===== config.mk =====
export PLATFORM = sky130hd
export DESIGN_NAME = z80_bus_initiator
export DESIGN_NICKNAME = d
export VERILOG_FILES = /design/src/rtl/z88_bus_pkg.sv /design/src/rtl/z88_sync2.sv /design/src/rtl/z80_bus_initiator.sv
export SDC_FILE = /design/constraint.sdc
export NUM_CORES = 1
export LEC_CHECK = 0
export BUFFER_PORTS_ARGS = -buffer_cell sky130_fd_sc_hd__clkbuf_2
export CORE_UTILIZATION = 44
export CTS_CLUSTER_SIZE = 25
export DETAILED_ROUTE_END_ITERATION = 8
export PLACE_DENSITY_LB_ADDON = 0.25
export SETUP_SLACK_MARGIN = 0.4
export SYNTH_ARGS = -nofsm -noshare
export SYNTH_HDL_FRONTEND = slang
export SYNTH_SLANG_ARGS = --single-unit

===== constraint.sdc =====
create_clock -name mck -period 1.6 [get_ports mck]
set_input_delay 0.08 -clock mck [delete_from_list [all_inputs] [get_ports mck]]
set_output_delay 0.08 -clock mck [all_outputs]
set_load 0.005 [all_outputs]

===== src/rtl/z88_bus_pkg.sv =====
// Shared Z80 bus definitions: FSM states, cycle types and request payload.
// Used by the bus initiator and by the Blink bench monitor.
package z88_bus_pkg;

  localparam int unsigned ADDR_W   = 16;
  localparam int unsigned DATA_W   = 8;
  localparam int unsigned MAX_WAIT = 7;
  localparam int unsigned CNT_W    = $clog2(MAX_WAIT + 1);

  typedef enum logic [2:0] {
    S_IDLE,
    S_T1,
    S_T2,
    S_TW,
    S_T3
  } state_e;

  typedef enum logic [2:0] {
    CYC_MEM_RD,
    CYC_MEM_WR,
    CYC_M1,
    CYC_IO_RD,
    CYC_IO_WR
  } cyc_e;

  typedef struct packed {
    cyc_e              cyc;
    logic [ADDR_W-1:0] addr;
    logic [DATA_W-1:0] wdata;
  } req_t;

  // Opcode fetch overrides the write flag; I/O is never combined with M1.
  function automatic cyc_e decode_cyc(input logic io, input logic wr, input logic m1);
    if (m1)      return CYC_M1;
    else if (io) return wr ? CYC_IO_WR : CYC_IO_RD;
    else         return wr ? CYC_MEM_WR : CYC_MEM_RD;
  endfunction

  function automatic logic cyc_is_io(input cyc_e c);
    return (c == CYC_IO_RD) || (c == CYC_IO_WR);
  endfunction

  function automatic logic cyc_is_wr(input cyc_e c);
    return (c == CYC_MEM_WR) || (c == CYC_IO_WR);
  endfunction

endpackage


===== src/rtl/z88_sync2.sv =====
// Two-flop synchroniser for an asynchronous active-low input; resets to 1.
//  clk   in  sampling clock
//  rst_n in  asynchronous active-low reset
//  d     in  asynchronous input
//  q     out synchronised level
module z88_sync2 (
  input  logic clk,
  input  logic rst_n,
  input  logic d,
  output logic q
);

  logic [1:0] ff_q;
  logic [1:0] ff_d;

  always_comb ff_d = {ff_q[0], d};

  always_ff @(posedge clk or negedge rst_n) begin
    if (!rst_n) ff_q <= 2'b11;
    else        ff_q <= ff_d;
  end

  assign q = ff_q[1];

endmodule


===== src/rtl/z80_bus_initiator.sv =====
// Z80 bus master for the Blink: converts a one-word req/ack transaction into
// Z80-timed memory, I/O and M1 cycles, and synchronises INT/NMI back.
//  mck, rin_n                  clock, async active-low reset
//  req, req_io/wr/m1, req_addr, req_wdata   transaction request (sampled in IDLE)
//  ack, rdata, busy            transaction completion / read data / in-flight
//  ca, cdi, cdo                Z80 address, write data out, read data in
//  mrq_n, ior_n, crd_n, cm1_n  Z80 strobes
//  intb_n, nmib_n              async Blink interrupts
//  int_pend, nmi_pend, nmi_clr interrupt status (nmi sticky until cleared)
module z80_bus_initiator
  import z88_bus_pkg::*;
#(
  parameter int unsigned MEM_WAIT = 0,
  parameter int unsigned IO_WAIT  = 0
) (
  input  logic              mck,
  input  logic              rin_n,
  input  logic              req,
  input  logic              req_io,
  input  logic              req_wr,
  input  logic              req_m1,
  input  logic [ADDR_W-1:0] req_addr,
  input  logic [DATA_W-1:0] req_wdata,
  output logic              ack,
  output logic [DATA_W-1:0] rdata,
  output logic              busy,
  output logic [ADDR_W-1:0] ca,
  output logic [DATA_W-1:0] cdi,
  input  logic [DATA_W-1:0] cdo,
  output logic              mrq_n,
  output logic              ior_n,
  output logic              crd_n,
  output logic              cm1_n,
  input  logic              intb_n,
  input  logic              nmib_n,
  output logic              int_pend,
  output logic              nmi_pend,
  input  logic              nmi_clr
);

  // Total TW states per cycle type; I/O always has one built-in TW.
  localparam int unsigned      TW_W   = CNT_W + 1;
  localparam logic [TW_W-1:0] MEM_TW = TW_W'(MEM_WAIT);
  localparam logic [TW_W-1:0] IO_TW  = TW_W'(IO_WAIT + 1);

  state_e              state_q, state_d;
  cyc_e                cyc_q, cyc_d;
  logic [CNT_W-1:0]    cnt_q, cnt_d;
  logic [ADDR_W-1:0]   ca_q, ca_d;
  logic [DATA_W-1:0]   cdi_q, cdi_d;
  logic [DATA_W-1:0]   rdata_q, rdata_d;
  logic                mrq_n_q, mrq_n_d;
  logic                ior_n_q, ior_n_d;
  logic                crd_n_q, crd_n_d;
  logic                cm1_n_q, cm1_n_d;
  logic                ack_q, ack_d;
  logic                busy_q, busy_d;
  logic                nmi_prev_q, nmi_prev_d;
  logic                nmi_pend_q, nmi_pend_d;

  req_t                req_in;
  logic [TW_W-1:0]     tw_total;
  logic                int_sync;
  logic                nmi_sync;

  // Interrupt input synchronisers.
  z88_sync2 u_int_sync (.clk(mck), .rst_n(rin_n), .d(intb_n), .q(int_sync));
  z88_sync2 u_nmi_sync (.clk(mck), .rst_n(rin_n), .d(nmib_n), .q(nmi_sync));

  assign req_in = '{cyc: decode_cyc(req_io, req_wr, req_m1), addr: req_addr, wdata: req_wdata};
  assign tw_total = cyc_is_io(cyc_q) ? IO_TW : MEM_TW;

  // Next-state and registered-output logic.
  always_comb begin
    state_d    = state_q;
    cyc_d      = cyc_q;
    cnt_d      = cnt_q;
    ca_d       = ca_q;
    cdi_d      = cdi_q;
    rdata_d    = rdata_q;
    mrq_n_d    = mrq_n_q;
    ior_n_d    = ior_n_q;
    crd_n_d    = crd_n_q;
    cm1_n_d    = cm1_n_q;
    ack_d      = 1'b0;
    busy_d     = busy_q;

    case (state_q)
      S_IDLE: begin
        if (req) begin
          state_d = S_T1;
          cyc_d   = req_in.cyc;
          ca_d    = req_in.addr;
          busy_d  = 1'b1;
          if (cyc_is_wr(req_in.cyc)) cdi_d = req_in.wdata;
          // Memory and M1 strobes are driven from T1.
          if (!cyc_is_io(req_in.cyc)) begin
            mrq_n_d = 1'b0;
            crd_n_d = cyc_is_wr(req_in.cyc);
            cm1_n_d = (req_in.cyc != CYC_M1);
          end
        end
      end
      S_T1: begin
        state_d = S_T2;
        // I/O strobes start one state later than memory strobes.
        if (cyc_is_io(cyc_q)) begin
          ior_n_d = 1'b0;
          crd_n_d = cyc_is_wr(cyc_q);
        end
      end
      S_T2: begin
        if (tw_total == '0) begin
          state_d = S_T3;
        end else begin
          state_d = S_TW;
          cnt_d   = CNT_W'(tw_total - TW_W'(1));
        end
      end
      S_TW: begin
        if (cnt_q == '0) state_d = S_T3;
        else             cnt_d   = cnt_q - CNT_W'(1);
      end
      S_T3: begin
        state_d = S_IDLE;
        if (!cyc_is_wr(cyc_q)) rdata_d = cdo;
        mrq_n_d = 1'b1;
        ior_n_d = 1'b1;
        crd_n_d = 1'b1;
        cm1_n_d = 1'b1;
        ack_d   = 1'b1;
        busy_d  = 1'b0;
      end
      default: state_d = S_IDLE;
    endcase

    // Sticky NMI on a falling synchronised edge; a new edge beats a clear.
    nmi_prev_d = nmi_sync;
    nmi_pend_d = (nmi_prev_q & ~nmi_sync) | (nmi_pend_q & ~nmi_clr);
  end

  always_ff @(posedge mck or negedge rin_n) begin
    if (!rin_n) begin
      state_q    <= S_IDLE;
      cyc_q      <= CYC_MEM_RD;
      cnt_q      <= '0;
      ca_q       <= '0;
      cdi_q      <= '0;
      rdata_q    <= '0;
      mrq_n_q    <= 1'b1;
      ior_n_q    <= 1'b1;
      crd_n_q    <= 1'b1;
      cm1_n_q    <= 1'b1;
      ack_q      <= 1'b0;
      busy_q     <= 1'b0;
      nmi_prev_q <= 1'b1;
      nmi_pend_q <= 1'b0;
    end else begin
      state_q    <= state_d;
      cyc_q      <= cyc_d;
      cnt_q      <= cnt_d;
      ca_q       <= ca_d;
      cdi_q      <= cdi_d;
      rdata_q    <= rdata_d;
      mrq_n_q    <= mrq_n_d;
      ior_n_q    <= ior_n_d;
      crd_n_q    <= crd_n_d;
      cm1_n_q    <= cm1_n_d;
      ack_q      <= ack_d;
      busy_q     <= busy_d;
      nmi_prev_q <= nmi_prev_d;
      nmi_pend_q <= nmi_pend_d;
    end
  end

  assign ack      = ack_q;
  assign rdata    = rdata_q;
  assign busy     = busy_q;
  assign ca       = ca_q;
  assign cdi      = cdi_q;
  assign mrq_n    = mrq_n_q;
  assign ior_n    = ior_n_q;
  assign crd_n    = crd_n_q;
  assign cm1_n    = cm1_n_q;
  assign int_pend = ~int_sync;
  assign nmi_pend = nmi_pend_q;

endmodule


## Word level (Yosys, flattened, before mapping)

Index checks and enable logic that the tools add are counted.

| word-level totals | value |
|---|---|
| flip-flop bits (word level) | 53 |
| output and inout bits | 40 |

| cells by class | value |
|---|---|
| add/subtract/negate cells | 2 |
| eq/ne operators | 17 |
| mux-type cells | 27 |
| bitwise logic cells | 7 |
| reductions and logical operators | 20 |

Operators with widths:

| operator | number |
|---|---|
| 3-bit 2-to-1 mux | 8 |
| 3-bit by 2-bit == test with 1-bit output (second input constant) | 4 |
| 1-bit 2-to-1 mux | 12 |
| 2-bit inequality test (second input constant) | 6 |
| 3-bit one-hot mux with 4 select lines | 1 |
| 2-bit AND reduction | 5 |
| 3-bit by 1-bit == test with 1-bit output (second input constant) | 3 |
| 3-bit == test (second input constant) | 3 |
| 3-bit AND reduction | 3 |
| 1-bit one-hot mux with 2 select lines | 4 |
| 3-bit logical NOT | 2 |
| 3-bit one-hot mux with 2 select lines | 1 |
| 2-bit nonzero test | 3 |
| 4-bit logical NOT | 1 |
| 1-bit logical OR | 4 |
| 1-bit inverter | 4 |
| 4-bit AND reduction | 1 |
| 3-bit by 2-bit inequality test with 1-bit output (second input constant) | 1 |
| 1-bit one-hot mux with 3 select lines | 1 |
| 3-bit nonzero test | 1 |
| 3-bit by 1-bit subtractor with 3-bit output (second input constant) | 1 |
| 1-bit AND | 2 |
| 1-bit by 1-bit subtractor with 2-bit output (second input constant) | 1 |
| 1-bit OR | 1 |

## Depth between registers and ports, before layout

| logic depth | value |
|---|---|
| depth in word-level cells | 8 |
| depth in mapped cells | 7 |
| gate-level depth less buffers | 6 |

## By module

Synthesis repeated with hierarchy kept, for this count alone.

| second synthesis, totals | value |
|---|---|
| cells, all modules | 167 |
| area total of the unflattened synthesis | 2282.2 um2 |

By module, submodules not included:

| module | times used | cells each | area an instance (um2) | seq. area each (um2) |
|---|---|---|---|---|
| z80_bus_initiator | 1 | 163 | 2177.1 | 1232.4 |
| z88_sync2 | 2 | 2 | 52.6 | 52.6 |

## Worst setup path after synthesis

OpenSTA, ideal clock, no wires.

| path | value |
|---|---|
| kind | flip-flop to flip-flop |
| start | register state_q[0] |
| end | register cdi_q[0], in the netlist cdi[0] |
| library setup time | 0.125 ns |
| arrival | 1.568 ns |
| slack | -0.093 ns |
| stages on the path, launching flop included | 7 |
| buffers on the path | 2 |
| cells stage by stage | dfrtp_1 -> buf_4 -> nor3b_4 -> nand2b_2 -> or3_1 -> buf_6 -> mux2_4 |

| between the ends | value |
|---|---|
| longest elaborated chain between the ends | 2 |

Ends and longest elaborated chain:

| item | RTL line | text |
|---|---|---|
| from (decl) | z80_bus_initiator.sv:46 | `state_e state_q, state_d;` |
| from (signal assigned) | z80_bus_initiator.sv:159 | `state_q <= state_d;` |
| 3-bit logical NOT | z80_bus_initiator.sv:88 | `case (state_q)` |
| 3-bit AND reduction (no source line) | n/a |  |
| to (signal assigned) | z80_bus_initiator.sv:163 | `cdi_q <= cdi_d;` |
| to (decl) | z80_bus_initiator.sv:50 | `logic [DATA_W-1:0] cdi_q, cdi_d;` |

Every way passes these cells.
A chain may end at the register's enable or synchronous reset.

## Worst setup path after layout

| path | value |
|---|---|
| start | register state_q[0] |
| end | register cdi_q[4], in the netlist cdi[4] |

The elaborated chain is that of the path after synthesis.

==> results.json <==
{
  "cpPeakStageDelay_ns": 0.41,
  "syn-num-nets": 243,
  "nNetsFinal": 376,
  "ctsLongestPathBuffers": 2,
  "layout-drive-gt1-share_pct": 54.82,
  "syn2layout_area_growth_pct": 57.05,
  "cts_tree": "yes",
  "first_pass_iters": 4,
  "stdcell_count": 399,
  "syn_area_per_cell_um2": 11.30,
  "die_y_um": 73.31,
  "place_inst": 351,
  "antenna_found_initial": 0,
  "portBuffers": 80,
  "std_cell_rows": 25,
  "synth_edf_count": 0,
  "worst_pin_slew_ns": 0.2713,
  "gp_congestion": 0.7484,
  "finalCritPeriodShare_pct": 102.6,
  "setup_slack_ns": -0.04123,
  "slew_headroom_pct": 81.91,
  "wl_per_cell_um": 13.63,
  "setup_violations": 8,
  "grt-ovfl-total": 0,
  "synthArstFlopShare_pct": 100.0,
  "synth_cell_type_count": 37,
  "drc_errors": 0,
  "clk_pin_slew_ns": 0.09,
  "rsz0062_at_grt": "true",
  "clock_latency_ns": 0.31,
  "die_area_um2": 5374,
  "fin_setup_tns_ns": -0.2987,
  "grt_max_degree": 54,
  "diodes": 0,
  "vias": 1926,
  "seq_area_frac_synth_pct": 59.79,
  "core_um2": 4817,
  "htree_levels": 2,
  "min_from": "req_wdata[2]",
  "routed_wl_um": 5437,
  "drt_iter0_markers": 130,
  "hp-class": "input pin to register",
  "cp_data_required_time_ns": 1.80,
  "total_power_mw": 5.650,
  "ys_seq_elements": 53,
  "critical_path.slowest_cell": "dfrtp_1",
  "violations": "setup timing",
  "grt_pass1_vias": 1837,
  "fin_crit_ns": 1.641,
  "start_kind": "register",
  "ys.warnings.count": 0,
  "clock.fmax_mhz": 609.3,
  "die_x_um": 73.31,
  "worstPathCellList": "nor3b_4, nand2b_4, or3_1, buf_6, mux2_4",
  "vias_per_cell": 4.827,
  "critPathArrivalTime_ns": 1.84,
  "cp_max_fo": 8,
  "hpwl_um": 3067,
  "synthCells": 198,
  "status": "complete, but fails checks",
  "ir_drop_uv": 1002,
  "skew_ns": 0.01089,
  "criticalPathCategory": "register to register",
  "cap_violations": 0,
  "endpoint_kind": "register",
  "synth_ff_type": "dfrtp_1",
  "worstSetupStartpoint": "state_q[0]",
  "cts-root-buf": "clkbuf_8",
  "grtUsageTotal_pct": 21.16,
  "p_leak_nw": 1.801,
  "netlist_area_um2": 2237,
  "numCtsBuffers": 5,
  "initial_core_util_pct": 46.44,
  "cts.sinks": 53,
  "ant_nets": 0,
  "hold_viol": 0,
  "r2r_start": "state_q[0]",
  "grt_pass1_wl_um": 8562,
  "finalMaxSlewViolations": 0,
  "io_pins": 81,
  "power_density_nw_per_um2": 1608
}
sequential cells by signal (all words and copies together) (netlist names):
signal           flops
cm1_n                1
ack                  1
state_q              3
nmi_pend             1
u_int_sync.ff_q      2
u_nmi_sync.ff_q      2
cnt_q                3
cdi                  8
mrq_n                1
rdata                8
cyc_q                3
ior_n                1
ca                  16
nmi_prev_q           1
crd_n                1
busy                 1
kinds of logic (layout without fill, tap and decap cells):
| logic type | after synthesis | in the layout | share of synthesized area, % |
|---|---|---|---|
| multiplexers | 17 | 17 | 9.844 |
| flip-flops | 53 | 53 | 59.79 |
| adder cells (fa/ha/maj) | 4 | 4 | 2.237 |
| AND/OR/NAND/NOR | 75 | 75 | 15.10 |
| AO/OA/AOI/OAI | 27 | 27 | 8.278 |
| buffers and inverters | 20 | 154 | 3.971 |
| XOR/XNOR | 2 | 2 | 0.7831 |
metal layers:
layer  wire length [um]  part of all wire [%]  GRT usage, %  vias up
met5                  0                     0             0        -
met4                 76                   1.4         6.624        0
met3                323                   5.9         5.761        8
met2               2709                    50         37.35       71
met1               2328                    43         25.11      929
li1                   -                     -             -      918
critical path: cells and delay by family (launching register included):
family / cells / cell delay (ns)
muxes: 1 / 0.30
and+or+nand+nor: 3 / 0.66
DFF: 1 / 0.41
buffers and inverters: 1 / 0.16
stage by stage:
step | instance area (um2) | worst slack [ns] | util, % | hold WS (ns)
6_report | 3513 | -0.04123 | 72.94 | 0.003670
5_1_grt | 3513 | -0.06276 | 72.94 | 0.003819
4_1_cts | 3352 | -0.03075 | 69.58 | 0.0002535
3_5_place_dp | 2846 | -0.05019 | 59.09 | 0.1048
3_3_place_gp | 2846 | -0.01633 | 59.09 | 0.09969
2_1_floorplan | 2310 | -0.08841 | - | -0.2156
timing repair:
action / CTS / global route
setup buffers: 5 / 7
hold buffers: 23 / 4
pin swaps: 14 / 10
gates resized for setup: 46 / 16
hold endpoints to repair: 66 / 4
endpoints found under the setup margin: 45 / 45
gates cloned: 1 / 0
cell type report:
cell class,count,area (um2)
multi-input combinational,125,1012
clock inverter,1,7.507
fill,359,1304
sequential,53,1341
tap,67,83.83
inverter,11,41.29
clock buffer,7,76.32
timing repair buffer,135,950.9
final timing paths:
check | end | slack [ns] | cells after the start
worst max-delay path | cdi[4] | -0.04 | 5
worst min-delay path | cdi[2] | 0.004 | 2
worst max register to register | cdi[4] | -0.04 | 5
worst min register to register | u_nmi_sync.ff_q[1] | 0.36 | 0
max in group asynchronous | nmi_prev_q | 1.01 | 3
min in group asynchronous | cdi[5] | 0.31 | 3
report_power, final:
group | switching (mW) | internal (mW) | leakage [nW]
combinational | 1.16 | 1.48 | 1.13
clock | 0.419 | 0.310 | 0.0385
sequential | 0.353 | 1.92 | 0.633
cells in the final DEF, fill, tap and decap left out, types with 3 or more instances in the layout:
| cell type | n |
|---|---|
| clkbuf_2 | 80 |
| inv_1 | 11 |
| clkbuf_8 | 5 |
| nand2_1 | 39 |
| mux2_4 | 16 |
| dfrtp_2 | 3 |
| a21oi_1 | 4 |
| buf_6 | 10 |
| o21ai_2 | 3 |
| nand2b_4 | 3 |
| dlygate4sd3_1 | 27 |
| nor3_2 | 3 |
| buf_4 | 15 |
| dfstp_2 | 9 |
| nand2_2 | 17 |
| o2bb2ai_1 | 3 |
| dfrtp_1 | 41 |
cells in the mapped netlist, types with 2 or more instances:
| master | number | area share [%] |
|---|---|---|
| nor3_1 | 3 | 0.67 |
| o2bb2ai_1 | 3 | 1.2 |
| o21ai_0 | 4 | 0.89 |
| inv_1 | 11 | 1.8 |
| dfrtp_1 | 44 | 49 |
| xnor2_1 | 2 | 0.78 |
| mux2_2 | 8 | 4.0 |
| nand2_1 | 56 | 9.4 |
| o21bai_1 | 2 | 0.67 |
| ha_1 | 4 | 2.2 |
| a21oi_1 | 5 | 1.1 |
| o22ai_1 | 3 | 0.84 |
| mux2_4 | 8 | 5.4 |
| a31oi_1 | 2 | 0.56 |
| nor2_1 | 3 | 0.50 |
| o22a_1 | 2 | 0.78 |
| nand2b_1 | 3 | 0.84 |
| nand3b_1 | 2 | 0.67 |
| clkbuf_1 | 5 | 0.84 |
| nor2b_1 | 3 | 0.84 |
| dfstp_2 | 9 | 11 |
No activity file was read; power rests on OpenSTA's default activity.
